**config.mk**
```make
export PLATFORM = sky130hd
export DESIGN_NAME = pc_fetch
export DESIGN_NICKNAME = d
export VERILOG_FILES = /design/src/rtl/pc_fetch.sv
export SDC_FILE = /design/constraint.sdc
export NUM_CORES = 1
export LEC_CHECK = 0
export ABC_AREA = 1
export ABC_CLOCK_PERIOD_IN_PS = 15300
export CAP_MARGIN = 20
export CORE_ASPECT_RATIO = 0.8
export CORE_MARGIN = 2
export CORE_UTILIZATION = 46
export CTS_CLUSTER_SIZE = 16
export DETAILED_ROUTE_END_ITERATION = 8
export GPL_TIMING_DRIVEN = 0
export HOLD_SLACK_MARGIN = 0.02
export PLACE_DENSITY = 0.94
export REMOVE_ABC_BUFFERS = 1
export SYNTH_ARGS = -nofsm -noshare
export SYNTH_HDL_FRONTEND = slang
export SYNTH_SLANG_ARGS = --single-unit
```
**constraint.sdc**
```tcl
create_clock -name clk -period 15.3 [get_ports clk]
set_clock_uncertainty 0.15 [all_clocks]
set_input_delay 4.59 -clock clk [delete_from_list [all_inputs] [get_ports clk]]
set_output_delay 4.59 -clock clk [all_outputs]
set_load 0.02 [all_outputs]
```
**src/rtl/pc_fetch.sv**
```systemverilog
// ---------------------------------------------------------------------------
// pc_fetch -- instruction fetch stage with program counter.
//
// Holds the PC, issues one instruction-memory request at a time, captures the
// returned word and presents it to decode with a valid/ready handshake. When
// decode accepts, pc_ena pulses and the PC loads the (word-aligned) next_pc
// computed externally by mux_pc. A flush from a later stage redirects the PC
// and discards whatever is in flight; a response that is still owed to an
// abandoned request is swallowed in the DROP state.
//
// Ports
//   clk            in   1          system clock, rising edge
//   rst            in   1          asynchronous, active-high reset
//   next_pc        in   CPU_WIDTH  next PC from mux_pc
//   curr_pc        out  CPU_WIDTH  PC register (to mux_pc)
//   pc_ena         out  1          decode accepted an instruction this cycle
//   flush          in   1          redirect request
//   flush_pc       in   CPU_WIDTH  redirect target
//   imem_req_valid out  1          instruction-memory request valid
//   imem_req_ready in   1          memory accepts the request
//   imem_addr      out  CPU_WIDTH  request address
//   imem_rsp_valid in   1          response data valid
//   imem_rsp_data  in   32         instruction word
//   id_valid       out  1          instruction valid to decode
//   id_ready       in   1          decode accepts
//   id_inst        out  32         held instruction
//   id_pc          out  CPU_WIDTH  PC of id_inst
//   inst_cnt       out  32         instructions accepted by decode (wraps)
//
// Parameters
//   CPU_WIDTH      PC/address width (normally from rvseed_defines.v)
//   RESET_PC       PC after reset
//   INST_CNT_INIT  inst_cnt value after reset; 0 in normal use, a non-zero
//                  value lets bring-up exercise the counter wrap quickly
// ---------------------------------------------------------------------------
`ifndef CPU_WIDTH
`define CPU_WIDTH 32
`endif

module pc_fetch #(
  parameter int                   CPU_WIDTH     = `CPU_WIDTH,
  parameter logic [CPU_WIDTH-1:0] RESET_PC      = 32'h0000_0000,
  parameter logic [31:0]          INST_CNT_INIT = 32'h0000_0000
) (
  input  logic                 clk,
  input  logic                 rst,
  input  logic [CPU_WIDTH-1:0] next_pc,
  output logic [CPU_WIDTH-1:0] curr_pc,
  output logic                 pc_ena,
  input  logic                 flush,
  input  logic [CPU_WIDTH-1:0] flush_pc,
  output logic                 imem_req_valid,
  input  logic                 imem_req_ready,
  output logic [CPU_WIDTH-1:0] imem_addr,
  input  logic                 imem_rsp_valid,
  input  logic [31:0]          imem_rsp_data,
  output logic                 id_valid,
  input  logic                 id_ready,
  output logic [31:0]          id_inst,
  output logic [CPU_WIDTH-1:0] id_pc,
  output logic [31:0]          inst_cnt
);

  localparam logic [31:0] NOP_INST = 32'h0000_0013;

  typedef enum logic [1:0] {
    S_REQ  = 2'd0,  // request outstanding to memory, waiting for ready
    S_WAIT = 2'd1,  // request accepted, waiting for the response
    S_HOLD = 2'd2,  // instruction held for decode
    S_DROP = 2'd3   // a response is owed to an abandoned request
  } state_t;

  state_t                 state;
  state_t                 state_next;
  logic                   capture;     // load id_inst/id_pc this cycle
  logic                   accept;      // decode takes the held instruction
  logic [CPU_WIDTH-1:0]   pc_next;

  // Instructions are 32-bit aligned; the two low PC bits are always forced
  // to zero whatever the source of the new PC.
  function automatic logic [CPU_WIDTH-1:0] word_align(
    input logic [CPU_WIDTH-1:0] addr
  );
    return {addr[CPU_WIDTH-1:2], 2'b00};
  endfunction

  // Next-state and handshake decode. Flush outranks every other event, and
  // its target state depends on whether a response is still owed: if one is,
  // DROP swallows it so it cannot be mistaken for the redirected fetch.
  always_comb begin
    state_next = state;
    capture    = 1'b0;
    accept     = 1'b0;
    case (state)
      S_REQ: begin
        if (flush) begin
          state_next = imem_req_ready ? S_DROP : S_REQ;
        end else if (imem_req_ready) begin
          state_next = S_WAIT;
        end else begin
          state_next = S_REQ;
        end
      end
      S_WAIT: begin
        if (flush) begin
          // A response arriving with the flush is the one owed; discard it.
          state_next = imem_rsp_valid ? S_REQ : S_DROP;
        end else if (imem_rsp_valid) begin
          capture    = 1'b1;
          state_next = S_HOLD;
        end else begin
          state_next = S_WAIT;
        end
      end
      S_HOLD: begin
        // Responses here are protocol errors and are ignored.
        if (flush) begin
          state_next = S_REQ;
        end else if (id_ready) begin
          accept     = 1'b1;
          state_next = S_REQ;
        end else begin
          state_next = S_HOLD;
        end
      end
      S_DROP: begin
        if (flush) begin
          state_next = S_DROP;
        end else if (imem_rsp_valid) begin
          state_next = S_REQ;
        end else begin
          state_next = S_DROP;
        end
      end
      default: begin
        state_next = S_REQ;
      end
    endcase
  end

  // PC source selection: flush redirect, then decode acceptance, else hold.
  always_comb begin
    pc_next = curr_pc;
    if (flush) begin
      pc_next = word_align(flush_pc);
    end else if (accept) begin
      pc_next = word_align(next_pc);
    end else begin
      pc_next = curr_pc;
    end
  end

  // Output decode from the state register. The request is masked while
  // reset is held so the memory sees no request until reset releases.
  always_comb begin
    imem_req_valid = 1'b0;
    id_valid       = 1'b0;
    imem_addr      = curr_pc;
    pc_ena         = accept;
    if (state == S_REQ) begin
      imem_req_valid = ~rst;
    end else begin
      imem_req_valid = 1'b0;
    end
    if (state == S_HOLD) begin
      id_valid = 1'b1;
    end else begin
      id_valid = 1'b0;
    end
  end

  // State register.
  always_ff @(posedge clk or posedge rst) begin
    if (rst) begin
      state <= S_REQ;
    end else begin
      state <= state_next;
    end
  end

  // Program counter.
  always_ff @(posedge clk or posedge rst) begin
    if (rst) begin
      curr_pc <= RESET_PC;
    end else begin
      curr_pc <= pc_next;
    end
  end

  // Instruction hold register; written only by a response taken in WAIT.
  always_ff @(posedge clk or posedge rst) begin
    if (rst) begin
      id_inst <= NOP_INST;
      id_pc   <= RESET_PC;
    end else if (capture) begin
      id_inst <= imem_rsp_data;
      id_pc   <= curr_pc;
    end else begin
      id_inst <= id_inst;
      id_pc   <= id_pc;
    end
  end

  // Accepted-instruction counter; wraps naturally modulo 2^32.
  always_ff @(posedge clk or posedge rst) begin
    if (rst) begin
      inst_cnt <= INST_CNT_INIT;
    end else if (accept) begin
      inst_cnt <= inst_cnt + 32'd1;
    end else begin
      inst_cnt <= inst_cnt;
    end
  end

endmodule

```
==> results.toml <==
[outcome]
status = "finished clean"

[critical_path]
crit_fanout = 35
crit_chain = "clkdlybuf4s50_1 > buf_16 > inv_2 > nand2_2 > nor2_4 > clkdlybuf4s50_1"
cp_slowest_cell = "clkdlybuf4s50_1"
startpoint_type = "primary input"
r2r_slack_ns = 13.05
end_kind = "output pin"
worstRegToRegCells = 7
r2r-start = "state[0]"
cp.required_ns = 10.56
crit_path_frequent_cell = "clkdlybuf4s50_1"
slowest_delay_ns = 0.82
worstPathArrival_ns = 7.57
crit_type = "in2out"
r2r_end = "curr_pc[24]"

[synth]
ys_seq_area_share_pct = 53.3
synthSimpleGateAreaFrac_pct = 19.3
yosys_warnings = 0
yosys-top-cells-area = "dfrtp_1 52%, mux2_2 12%, nand2_1 9.7%, nor2_1 4.8%, buf_4 4.6%"
synth_compound_area_share_pct = 3.82
synth_top_cell_by_area = "dfrtp_1"
synthMuxAreaShare_pct = 11.8
ys_types = 30
yosys.area.top_type_share_pct = 51.9
synth-xor-area-share_pct = 2.07
syn_inst = 598
synth_seq_cells = 126
syn_area_um2 = 5930
synth_adder_area_share_pct = 0.844
syn_avg_cell_area_um2 = 9.91
synth_top_family_by_area = "simple AND/OR/NAND/NOR gates"

[drt]
drc = 0
first_iter_violations = 366
vias = 5094
firstDrtPassIters = 5
wl_per_cell_um = 16.2
viasPerCell = 5.04
wl_um = 16300
ant_nets = 0

[layout]
instances_no_fill = 1011
diodes = 0
drive_gt1_share_pct = 13.3
num-fill-cells = 920
area_growth_pct = 50.9
layout.nets = 929
final_util_pct = 70.3

[floorplan]
fp-row-count = 37
die_x_um = 131
initial_core_util_pct = 46.6
fp.dieH_um = 106
io_pins = 265
dieArea_um2 = 13800
core_area_um2 = 12700

[placement]
dp_cells = 979
dp_hpwl_um = 11900
port_buffers = 254
post-place-ws_ns = 3.02
gp_congestion = 0.910

[min_path]
holdPathStages = 1
hp-class = "reg2reg"
whs_endpoint = "id_pc[2]"
hp-start = "id_pc[2]"

[power]
p_leak_nw = 3.81
irDropWorstVdd_v = 0.0000952
powerDensity_nw_per_um2 = 167

[timing]
slew_viol_final = 0
finalCritPeriodShare_pct = 80.4
timing.final.crit_period_ns = 12.31
fmax_ghz = 0.0813
holdWs_ns = 0.350
tightest_slew_ns = 0.866
hold_viol_final = 0
setup_violations = 0
finalSetupTns_ns = 0
rsz0062_at_grt = "no"
slew_headroom_pct = 42.3
setup_ws_ns = 2.99

[flow_run]
maxCapViolCount = 0

[grt]
grtUsageTotal_pct = 24.0
grt_max_degree = 67
grt_pass1_vias = 5011
grt_first_pass_wirelength_um = 25400
grt-ovfl-total = 0
antenna_found_initial = 0

[cts]
clk_latency_ns = 0.41
clockRootBuffer = "clkbuf_16"
cts.sinks = 126
ctsLongestPathBuffers = 2
htreeDepth = 4
hold_buffers = 0
path_clk_slew_ns = 0.06
post_cts_buffers = 0
cts_tree = "built"
cts_resized = 0
cts_buffers = 17
## cell usage in the layout, fill, tap and decap left out
master           Yosys  layout
ha_1                 4       4
clkdlybuf4s50_1      0     254
nor2_1              76      76
o2111ai_1            1       1
inv_2                1       1
nand4_1              6       6
xor2_1               7       7
clkbuf_1             6       1
dfstp_2              3       3
nand3_1             15      15
clkinvlp_4           0       5
nand2_1            153     153
nor2_4               3       3
buf_16               0       2
inv_4                1       1
mux2_2              62      62
nand3_2              1       1
nor3_1               2       2
bufinv_16            0       2
nand2_2              2       1
clkbuf_8             0       2
dfrtp_1            123     123
inv_1               26      25
conb_1               1       6
clkinv_4             0       3
a31oi_1             30      30
nand3b_1             9       9
xnor2_1              7       7
clkinv_2             0       1
nand4_2              1       1
nor2_2               2       2
inv_6                0       2
nand2_4              1       2
o21ai_0              4       4
clkbuf_16            0      17
o21ai_1              2       2
## routing by layer
layer  up-vias  part of all wire, %  global-route usage [%]  wire length, um
met2       246                   50                    40.6             8120
met1      2446                   40                    28.7             6480
li1       2375                    -                       -                -
met3        27                  8.6                    6.40             1400
met4         0                  2.0                    10.6              334
met5         -                    0                       0                0
## synth_stat cells
cell type,number
inv_1,26
inv_2,1
dfstp_2,3
xnor2_1,7
inv_4,1
o21ai_1,2
nor2_1,76
nand4_2,1
nand3_1,15
nand4_1,6
clkbuf_1,6
nor2_4,3
buf_6,10
nand2_4,1
ha_1,4
a31oi_1,30
nand2_2,2
buf_4,36
conb_1,1
nor2_2,2
nor3_1,2
nand3_2,1
dfrtp_1,123
o21ai_0,4
xor2_1,7
mux2_2,62
o2111ai_1,1
nand2_1,153
nand3b_1,9
buf_2,3
## worst max-delay path by stage
stage               cells after the start  endpoint  start  slack (ns)
CTS                                     6    pc_ena  flush        3.02
finish                                  6    pc_ena  flush        2.99
detailed placement                      6    pc_ena  flush        3.02
global placement                        5    pc_ena  flush        2.62
global route                            6    pc_ena  flush        2.85
floorplan                               3    pc_ena  flush        5.18
## flip-flops by register name, summed over array words and instances, names as in the netlist
name and count:
curr_pc 30, id_inst 32, id_pc 30, inst_cnt 32, state 2
## cells by family (layout without fill, tap and decap cells)
logic type      count (synthesis)  after routing
compound gates                 37             37
xor+xnor                       14             14
fa+ha+maj                       4              4
buf+inv                        83            316
flops                         126            126
mux                            62             62
other cells                     1              6
simple gates                  271            271
## worst max-delay path: cells and delay by family
kind	cells	cell delay, ns
buffers and inverters	4	2.40
and+or+nand+nor	2	0.56
## stage by stage
step / cell area (um2) / total power, W
final: 8950 / 0.00149
after global routing: 8950 / 0.00156
after CTS: 8950 / 0.00150
after detailed placement: 8350 / 0.00110
after global placement: 8290 / 0.00107
after floorplan: 5530 / 0.000782
## cell type report
class                      instances  area (um2)  area share, %
sequential                       126        3160           35.3
timing repair buffer             256        2600           29.0
multi-input combinational        394        2270           25.3
clock buffer                      20         457           5.10
tap                              175         219           2.45
clock inverter                    12         138           1.54
inverter                          28         113           1.26
## report_power, final
group          total [W]  internal (W)  switching [W]
registers       0.000509      0.000440      0.0000688
clock network   0.000399      0.000249       0.000150
logic           0.000582      0.000302       0.000280
total            0.00149      0.000991       0.000499
Power figures use the tool's default switching activity.
